**config.mk**
```make
export PLATFORM = sky130hd
export DESIGN_NAME = truth_table_capture
export DESIGN_NICKNAME = d
export VERILOG_FILES = /design/src/rtl/truth_table_capture.sv
export SDC_FILE = /design/constraint.sdc
export NUM_CORES = 1
export LEC_CHECK = 0
export CAP_MARGIN = 0
export CORE_MARGIN = 2
export CORE_UTILIZATION = 52
export CTS_BUF_LIST = sky130_fd_sc_hd__clkbuf_8 sky130_fd_sc_hd__clkbuf_16
export CTS_CLUSTER_DIAMETER = 120
export DETAILED_ROUTE_END_ITERATION = 12
export GPL_TIMING_DRIVEN = 0
export PLACE_DENSITY = 0.74
export SYNTH_ARGS = -nofsm -noshare
export SYNTH_HDL_FRONTEND = slang
export SYNTH_SLANG_ARGS = --single-unit
```
**constraint.sdc**
```tcl
create_clock -name clk -period 1.9 [get_ports clk]
set_input_delay 0.285 -clock clk [delete_from_list [all_inputs] [get_ports clk]]
set_output_delay 0.285 -clock clk [all_outputs]
set_load 0.05 [all_outputs]
```
**src/rtl/truth_table_capture.sv**
```systemverilog
// Sweeps every input vector of an N_IN-input combinational gate and packs its sampled output into table_out.
// Optional compare against a reference table is built when TT_COMPARE_EN is defined.
module truth_table_capture #(
   parameter  int N_IN   = 2,
   parameter  int SETTLE = 2,
   localparam int TW     = 1 << N_IN
) (
   input  logic            clk,
   input  logic            rst,
   input  logic            start,
   output logic [N_IN-1:0] dut_in,
   input  logic            dut_out,
   output logic            busy,
   output logic            done,
   output logic [TW-1:0]   table_out
`ifdef TT_COMPARE_EN
   ,
   output logic            match,
   input  logic [TW-1:0]   expected_tbl
`endif
);

   typedef enum logic [1:0] {
      IDLE  = 2'd0,
      DRIVE = 2'd1,
      FIN   = 2'd2
   } state_t;

   localparam logic [N_IN-1:0] IDX_LAST = N_IN'(TW - 1);
   localparam logic [7:0]      CNT_LAST = 8'(SETTLE);

   state_t          state_q, state_d;
   logic [N_IN-1:0] idx_q, idx_d;
   logic [7:0]      cnt_q, cnt_d;
   logic [TW-1:0]   table_q, table_d;
`ifdef TT_COMPARE_EN
   logic [TW-1:0]   exp_q, exp_d;
   logic            match_q, match_d;
`endif

   always_comb begin
      // NOTE: every variable gets its hold value first so no path through the case infers a latch.
      state_d = state_q;
      idx_d   = idx_q;
      cnt_d   = cnt_q;
      table_d = table_q;
`ifdef TT_COMPARE_EN
      exp_d   = exp_q;
      match_d = match_q;
`endif
      unique case (state_q)
         IDLE: begin
            if (start) begin
               state_d = DRIVE;
               idx_d   = '0;
               cnt_d   = '0;
               table_d = '0;
`ifdef TT_COMPARE_EN
               exp_d   = expected_tbl;
               match_d = 1'b0;
`endif
            end
         end
         DRIVE: begin
            if (cnt_q == CNT_LAST) begin
               table_d[idx_q] = dut_out;
               if (idx_q == IDX_LAST) begin
                  state_d = FIN;
`ifdef TT_COMPARE_EN
                  // Compare the table including the bit captured this cycle so match lines up with done.
                  match_d = (table_d == exp_q);
`endif
               end else begin
                  idx_d = idx_q + N_IN'(1);
                  cnt_d = '0;
               end
            end else begin
               cnt_d = cnt_q + 8'd1;
            end
         end
         FIN: begin
            state_d = IDLE;
         end
         default: begin
            state_d = IDLE;
         end
      endcase
   end

   always_ff @(posedge clk) begin
      // NOTE: state registers use non-blocking assignments so all of them update from the same pre-edge values.
      if (rst) begin
         state_q <= IDLE;
         idx_q   <= '0;
         cnt_q   <= '0;
         table_q <= '0;
`ifdef TT_COMPARE_EN
         exp_q   <= '0;
         match_q <= 1'b0;
`endif
      end else begin
         state_q <= state_d;
         idx_q   <= idx_d;
         cnt_q   <= cnt_d;
         table_q <= table_d;
`ifdef TT_COMPARE_EN
         exp_q   <= exp_d;
         match_q <= match_d;
`endif
      end
   end

   assign busy      = (state_q == DRIVE);
   assign done      = (state_q == FIN);
   assign dut_in    = busy ? idx_q : '0;
   assign table_out = table_q;
`ifdef TT_COMPARE_EN
   assign match     = match_q;
`endif

endmodule

```
# After elaboration in Yosys (flattened, before gate mapping)
# Cells that the tools add are included.
[totals] regBits=16 latch_bits=0 mem_bits_rw=0 mem_bits_ro=0 wordCells=43 memories=0
[op_classes] add_sub_neg=2 multipliers=0 div_mod_pow=0 n_lt_le_gt_ge=2 eq_ne=9 n_shift=0 muxes=19 bitwise=0 reduce_logical=7
[ops] cell="2-to-1 mux 8 bit" n=3
[ops] cell="case mux 8 bit (2 select lines)" n=1
[ops] cell="2-to-1 mux 2 bit" n=7
[ops] cell="AND reduction 3 bit" n=3
[ops] cell="adder 8 x 1 -> 8 bit, second input constant" n=1
[ops] cell="equality test 8 x 2 -> 1 bit, second input constant" n=1
[ops] cell="2-to-1 mux 4 bit" n=2
[ops] cell="case mux 2 bit (2 select lines)" n=2
[ops] cell="case mux 4 bit (2 select lines)" n=1
[ops] cell="bitwise mux 4 bit" n=1
[ops] cell="equality test 2 bit, second input constant" n=2
[ops] cell="!= test 2 x 1 -> 1 bit, second input constant" n=2
[ops] cell="!= test 2 bit, second input constant" n=2
[ops] cell="AND reduction 4 bit" n=1
[ops] cell="< comparator 2 x 3 -> 1 bit, second input constant" n=1
[ops] cell="!= test 3 bit, second input constant" n=1
[ops] cell="adder 2 x 1 -> 2 bit, second input constant" n=1
[ops] cell="demux 1 bit (select 2 bit)" n=1
[ops] cell="equality test 2 x 1 -> 1 bit, second input constant" n=1
[ops] cell=">= comparator 2 x 1 -> 1 bit, second input constant" n=1
[ops] cell="logical NOT 2 bit" n=1
[ops] cell="nonzero test 2 bit" n=1
[ops] cell="logical AND 1 bit" n=1
[ops] cell="2-to-1 mux 1 bit" n=1

# Logic depth before layout (Yosys ltp)
# Gate-level depths: netlist of the first run.
[logic_depth] word_depth=7 depth_mapped=6 mapped_depth_nobuf=6

# Worst setup path before layout of the first run
# OpenSTA, ideal clock, no wires.
[synth_timing] kind="flip-flop to output port" startpoint="register state_q[0]" endpoint="output port dut_in[0]" arrival_ns=1.617 required_time_ns=1.615 slack_ns=-0.002 path_stages_with_launch=4 path_cell_list="dfxtp_1 > nor2b_1 > clkbuf_1 > and2_1"
[synth_between] elab_chain_len=2
[synth_rtl] element="start, declared" line_no="32" text="state_t state_q, state_d;"
[synth_rtl] element="start signal, assigned" line_no="102" text="state_q <= state_d;"
[synth_rtl] element="equality test 2 x 1 -> 1 bit" line_no="113" text="assign busy = (state_q == DRIVE);"
[synth_rtl] element="named net busy" line_no="13" text="output logic busy,"
[synth_rtl] element="2-to-1 mux 2 bit" line_no="115" text="assign dut_in = busy ? idx_q : '0;"
[synth_rtl] element="end, declared" line_no="11" text="output logic [N_IN-1:0] dut_in,"
# The timed path passes the listed nets, and every way through them passes these cells.

# Final worst setup path of the first run
[layout_timing] startpoint="register idx_q[0]" endpoint="register cnt_q[4]"
[layout_between] elab_chain_len=3
[layout_rtl] element="start, declared" line_no="33" text="logic [N_IN-1:0] idx_q, idx_d;"
[layout_rtl] element="start signal, assigned" line_no="103" text="idx_q <= idx_d;"
[layout_rtl] element="equality test 2 bit" line_no="67" text="if (idx_q == IDX_LAST) begin"
[layout_rtl] element="!= test 3 bit (no source line)"
[layout_rtl] element="AND reduction 3 bit (no source line)"
[layout_rtl] element="end signal, assigned" line_no="104" text="cnt_q <= cnt_d;"
[layout_rtl] element="end, declared" line_no="34" text="logic [7:0] cnt_q, cnt_d;"
# Every way passes these cells.
# A chain may end at the register's enable or synchronous reset.

==> results of run 1 <==
==> what timing repair did <==
item / CTS / global route
cloned: 0 / 0
endpoints found under the setup margin: 5 / 9
hold endpoints to repair: 0 / 0
pin swaps: 1 / 1
resized for setup: 7 / 8
==> how the worst max path moves through the flow <==
stage	cells after the start	end	slack, ns
CTS	5	cnt_q[4]	0.02
floorplan	5	cnt_q[4]	0.18
global placement	6	cnt_q[6]	-0.16
finish	5	cnt_q[4]	0.06
global route	5	cnt_q[4]	0.0006
detailed placement	6	cnt_q[4]	-0.18
==> through the flow <==
step                cells  total power (uW)  setup slack, ns  utilization [%]
floorplan              98               392            0.180                -
global placement      126               410           -0.159             61.9
detailed placement    126               411           -0.179             61.9
CTS                   129               655           0.0188             64.4
global route          129               674         0.000612             64.7
finish                129               649           0.0581             64.7
==> routing by layer <==
layer / share of wire (%) / GRT usage, % / up-vias
li1: - / - / 389
met1: 54 / 24.7 / 328
met2: 41 / 27.0 / 8
met3: 3.0 / 3.57 / 5
met4: 2.0 / 8.82 / 0
met5: 0 / 0 / -
==> area by class of cell <==
class / instances / area [sq um] / area share, %
inverter: 4 / 15.0 / 1.39
sequential: 16 / 323 / 29.9
buffer: 3 / 20.0 / 1.85
tap: 17 / 21.3 / 1.97
clock buffer: 3 / 41.3 / 3.82
timing repair buffer: 11 / 111 / 10.3
multi-input combinational: 75 / 549 / 50.8
==> flip-flops by register name, summed over array words and instances, names as in the netlist <==
register	count
state_q	2
idx_q	2
table_out	4
cnt_q	8
==> power groups by stage <==
stage | Sequential [uW] | Combinational (uW) | Clock, uW
3_3_place_gp | 352 | 58.0 | 0
4_1_cts | 345 | 58.1 | 252
3_5_place_dp | 352 | 58.9 | 0
2_1_floorplan | 351 | 40.3 | 0
5_1_grt | 346 | 63.5 | 265
6_report | 345 | 58.1 | 246
==> logic make-up (layout without fill, tap and decap cells) <==
| logic type | count (synthesis) | count (layout) | synth area share (%) |
|---|---|---|---|
| AO/OA/AOI/OAI | 25 | 25 | 20.3 |
| XOR/XNOR | 1 | 1 | 0.972 |
| adder cells (fa/ha/maj) | 6 | 6 | 8.33 |
| buffers and inverters | 7 | 21 | 3.75 |
| flip-flops | 16 | 16 | 35.6 |
| multiplexers | 1 | 1 | 1.11 |
| AND/OR/NAND/NOR | 42 | 42 | 30.0 |
==> layout by cell type, fill, tap and decap left out, types with 2 or more instances in the layout <==
cell type,n
clkdlybuf4s50_1,6
inv_1,4
ha_1,5
a21o_1,4
a21oi_1,3
clkbuf_8,3
or3_1,2
nor3_1,2
nor2b_1,3
nand4_1,6
a21o_2,2
nor2_1,3
and2_1,2
o31ai_1,2
nand3_1,7
o21ai_0,9
dfxtp_2,2
nand2_1,7
dfxtp_1,14
dlymetal6s2s_1,2
==> impl_metrics.csv, run 1 <==
group,metric,value,unit
pwr,p_leak,0.000432,uW
placed_design,place_congestion,0.738,
timing,tightest_slew,0.502,ns
yosys,synth_warnings,0,
setup_path,rrSetupSlack,0.06,ns
pwr,seqPwrFrac,53.1,%
die,core_area,1670,sq um
setup_path,cpLargestDelayFamily,"compound AO/OA/AOI/OAI gates",
setup_path,worst_setup_path_end_kind,"register",
yosys,netlist_area,901,sq um
clock_tree,cts-root-buf,"clkbuf_8",
drt,vias,730,
min_path,hp-start,"rst",
drt,drcViolationCount,0,
setup_path,ff2ff_path_depth,5,
drt,drt_pass1_iterations,4,
setup_path,critPathSlowestCell,"or4b_1",
setup_path,critPathRequiredTime,2.09,ns
die,fp.dieW,45.6,microns
layout,nFillCells,138,
setup_path,startpoint_type,"register",
clock_tree,cts_setup_buffers,0,
yosys,synthArstFlopShare,0,%
timing,drv_slew,0,
job,drv_cap,0,
yosys,syn_nets,108,
yosys,synth.avg_cell_area,9.19,sq um
timing,setup_viol,0,
setup_path,crit_start,"idx_q[0]",
min_path,worstHoldPathType,"primary input to register",
drt,wire_per_inst,12.7,microns
setup_path,worstPathCellList,"ha_2 -> or4b_1 -> o32ai_4 -> a21o_1 -> a22o_2",
clock_tree,clkTransAtPathRegs,0.06,ns
yosys,synth_top_flop_cell,"dfxtp_1",
clock_tree,ctsLongestPathBuffers,2,
placed_design,io_buffers,11,
setup_path,worstSetupPathType,"register to register",
setup_path,cp.arrival,2.04,ns
run_status,status,"completed",
timing,fin_hold_ws,0.373,ns
timing,max_slew_margin,66.4,%
layout,n_antenna_cell,0,
timing,clock.fmax,0.543,GHz
pwr,p_sw,144,uW
pwr,comb_power_share,9.0,%
layout,area_growth,20.0,%
timing,setup_tns,0,ns
setup_path,cpPeakStageDelay,0.51,ns
grt,grt_max_degree,10,
die,fp-row-count,15,
yosys,synthCells,98,
drt,vias_per_cell,5.66,
grt,antenna_found_initial,0,
yosys,seq_area_frac_synth,35.6,%
setup_path,reg2reg_from,"idx_q[0]",
placed_design,hpwlAfterDp,1260,microns
layout,layout-drive-gt1-share,18.8,%
pwr,power_frac_clock,37.9,%
yosys,yosys_register_bits,16,
layout,final_nets,124,
clock_tree,ctsHoldBuffers,0,
setup_path,path_max_fanout,8,
yosys,synth_enable_flop_cells,0,
setup_path,r2r-end,"cnt_q[4]",
yosys,synth.most_common_cell,"dfxtp_1",
clock_tree,cts_made_buffers,3,
pwr,p_int,505,uW
placed_design,placed_area,1030,sq um
yosys,synth.area.top_cells,"dfxtp_1 36%, ha_1 8.3%, o21ai_0 5.0%, nand4_1 4.2%, nand3_1 3.9%",
die,dieArea,2080,sq um
layout,fin_area,1080,sq um
drt,wirelength,1640,microns
clock_tree,insertion_delay,0.24,ns
min_path,min_path_cells,2,
min_path,whs_endpoint,"table_out[3]",
grt,grt_pass1_vias,637,
timing,skew,0.000469,ns
grt,globalRouteTotalUtil,18.1,%
pwr,p_per_area,600,nW/um^2
timing,hold_viol,0,
grt,overflow,0,
timing,period_share,96.9,%
yosys,netlist.area_leader.share,35.6,%
clock_tree,cts_sinks,16,
yosys,synth_common_cells,"16 x dfxtp_1, 9 x o21ai_0, 7 x nand2_1, 7 x nand3_1",
die,fp.dieH,45.6,microns
clock_tree,cts_tree,"yes",
setup_path,cp_num_buf_inv,0,
pwr,max-vdd-ir-drop,0.379,mV
timing,rsz0062_at_grt,"false",
grt,grt_pass1_wl,2700,microns
pwr,swShare,22.2,%
drt,drt.antenna.violating_nets,0,
timing,min_period,1.84,ns
yosys,synth_area_leader_cell,"dfxtp_1",
drt,dr.first_iter.drc_count,11,
clock_tree,htree_levels,1,
yosys,synthDistinctLibCells,35,
die,initial_utilization,53.9,%
die,io_pins,12,
No activity file was read; power rests on OpenSTA's default activity.
==> run 2: changes to the inputs <==
==> constraint.sdc (replaced) <==
create_clock -name clk -period 1.7 [get_ports clk]
set_input_delay 0.255 -clock clk [delete_from_list [all_inputs] [get_ports clk]]
set_output_delay 0.255 -clock clk [all_outputs]
set_load 0.05 [all_outputs]
==> run 2 against run 1 <==
  * Sequential power up 11%
  * Power up 23%
  * Critical path type unchanged
  * Global-route usage up 1.9 points
  * Critical path depth up 2
  * Highest routed layer unchanged
==> impl_metrics.csv, run 2 (same netlist as run 1, synthesis figures left out) <==
group,metric,value,unit
timing,rsz0062_at_grt,"true",
setup_path,worst_setup_path_end_kind,"register",
grt,globalRouteTotalUtil,20.0,%
job,drv_cap,0,
clock_tree,cts-root-buf,"clkbuf_8",
drt,drcViolationCount,0,
timing,clock.fmax,0.589,GHz
setup_path,path_max_fanout,8,
layout,layout-drive-gt1-share,30.3,%
grt,antenna_found_initial,0,
drt,wire_per_inst,13.6,microns
drt,vias_per_cell,5.66,
layout,finish.utilization,70.9,%
die,core_area,1670,sq um
setup_path,r2r-end,"cnt_q[4]",
die,fp-row-count,15,
die,fp.dieH,45.6,microns
placed_design,io_buffers,11,
grt,grt_pass1_wl,3030,microns
setup_path,ff2ff_path_depth,7,
pwr,p_int,621,uW
pwr,p_sw,177,uW
min_path,worstHoldPathType,"primary input to register",
timing,max_slew_margin,60.6,%
min_path,hp-start,"rst",
setup_path,rrSetupSlack,0.002,ns
layout,fin_area,1180,sq um
pwr,power_frac_clock,41.9,%
setup_path,reg2reg_from,"cnt_q[0]",
placed_design,place_congestion,0.751,
layout,layout.area.seq,332,sq um
clock_tree,ctsHoldBuffers,0,
pwr,seqPwrFrac,47.9,%
placed_design,placed_area,1030,sq um
timing,layout_setup_ws,0.00159,ns
setup_path,worstSetupPathType,"register to register",
clock_tree,cts_sinks,16,
pwr,comb_power_share,10.2,%
layout,mostFrequentLayoutCells,"11 x dfxtp_1, 7 x nand3_1, 7 x nand2_1",
die,fp.dieW,45.6,microns
timing,skew,0.00176,ns
timing,hold_viol,0,
clock_tree,cts_made_buffers,3,
setup_path,cp.arrival,1.89,ns
setup_path,critPathRequiredTime,1.89,ns
min_path,whs_endpoint,"table_out[3]",
timing,drv_slew,0,
layout,area_growth,31.4,%
pwr,swShare,22.2,%
min_path,min_path_cells,2,
die,io_pins,12,
pwr,p_leak,0.000459,uW
pwr,power,797,uW
grt,grt_max_degree,10,
setup_path,startpoint_type,"register",
timing,fin_hold_ws,0.454,ns
drt,dr.first_iter.drc_count,16,
clock_tree,clkTransAtPathRegs,0.06,ns
grt,grt_pass1_vias,711,
drt,wirelength,1850,microns
die,initial_utilization,53.9,%
timing,min_period,1.70,ns
die,dieArea,2080,sq um
clock_tree,ctsLongestPathBuffers,2,
run_status,status,"completed",
grt,overflow,0,
timing,period_share,99.9,%
timing,tightest_slew,0.587,ns
drt,vias,770,
layout,layout_commonest_cell,"dfxtp_1",
layout,top_register,"cnt_q",
layout,nFillCells,126,
clock_tree,htree_levels,1,
clock_tree,cts_tree,"yes",
placed_design,pre_cts_ws,-0.387,ns
timing,setup_viol,0,
layout,n_antenna_cell,0,
drt,drt.antenna.violating_nets,0,
drt,drt_pass1_iterations,4,
layout,final_nets,130,
layout,largest_reg_flops,8,
layout,multi_input_area,579,sq um
placed_design,hpwlAfterDp,1260,microns
pwr,p_per_area,674,nW/um^2
pwr,max-vdd-ir-drop,0.518,mV
clock_tree,insertion_delay,0.24,ns
run 2: worst max-delay path by stage:
stage	startpoint	end	cells after the start
after detailed placement	rst	cnt_q[4]	6
final	cnt_q[0]	cnt_q[4]	7
after global placement	rst	cnt_q[4]	6
after CTS	cnt_q[0]	cnt_q[4]	7
after floorplan	idx_q[0]	cnt_q[4]	5
after global routing	cnt_q[0]	cnt_q[4]	7
run 2: what timing repair did:
action                     4_1_cts  5_1_grt
setup endpoints to repair       12       13
setup buffers                    4        2
pin swaps                        3        2
resized for setup               28        6
gates cloned                     0        0
run 2: cell type report:
cell class	count	share of cell area, %
clock buffer	4	4.65
timing repair buffer	17	13.6
tap	17	1.80
sequential	16	28.0
multi-input combinational	75	48.9
buffer	3	1.69
inverter	4	1.27
run 2: through the flow:
step	setup TNS, ns	instances
4_1_cts	-0.0144	134
2_1_floorplan	0	98
5_1_grt	-0.153	136
3_5_place_dp	-3.18	126
3_3_place_gp	-2.88	126
6_report	0	136
run 2: critical path, cell delays in order, from the launching register on:
cell	delay, ns
dfxtp_2	0.32
inv_2	0.06
ha_4	0.12
or4b_4	0.48
o32ai_4	0.31
buf_12	0.16
a21o_1	0.08
a22o_2	0.11
run 2: power by group through the flow:
| stage | Combinational (uW) | Sequential, uW | Clock [uW] |
|---|---|---|---|
| 6_report | 81.2 | 382 | 334 |
| 4_1_cts | 79.4 | 381 | 344 |
| 3_3_place_gp | 65.0 | 393 | 0 |
| 5_1_grt | 89.6 | 382 | 358 |
| 2_1_floorplan | 45.0 | 393 | 0 |
| 3_5_place_dp | 67.0 | 393 | 0 |
run 2: per-layer routing:
| metal | track usage (%) | vias to the layer above | part of all wire, % |
|---|---|---|---|
| met4 | 9.41 | 0 | 0.65 |
| met1 | 28.0 | 355 | 50 |
| met2 | 30.4 | 10 | 47 |
| li1 | - | 403 | - |
| met5 | 0 | - | 0 |
| met3 | 2.38 | 2 | 2.5 |
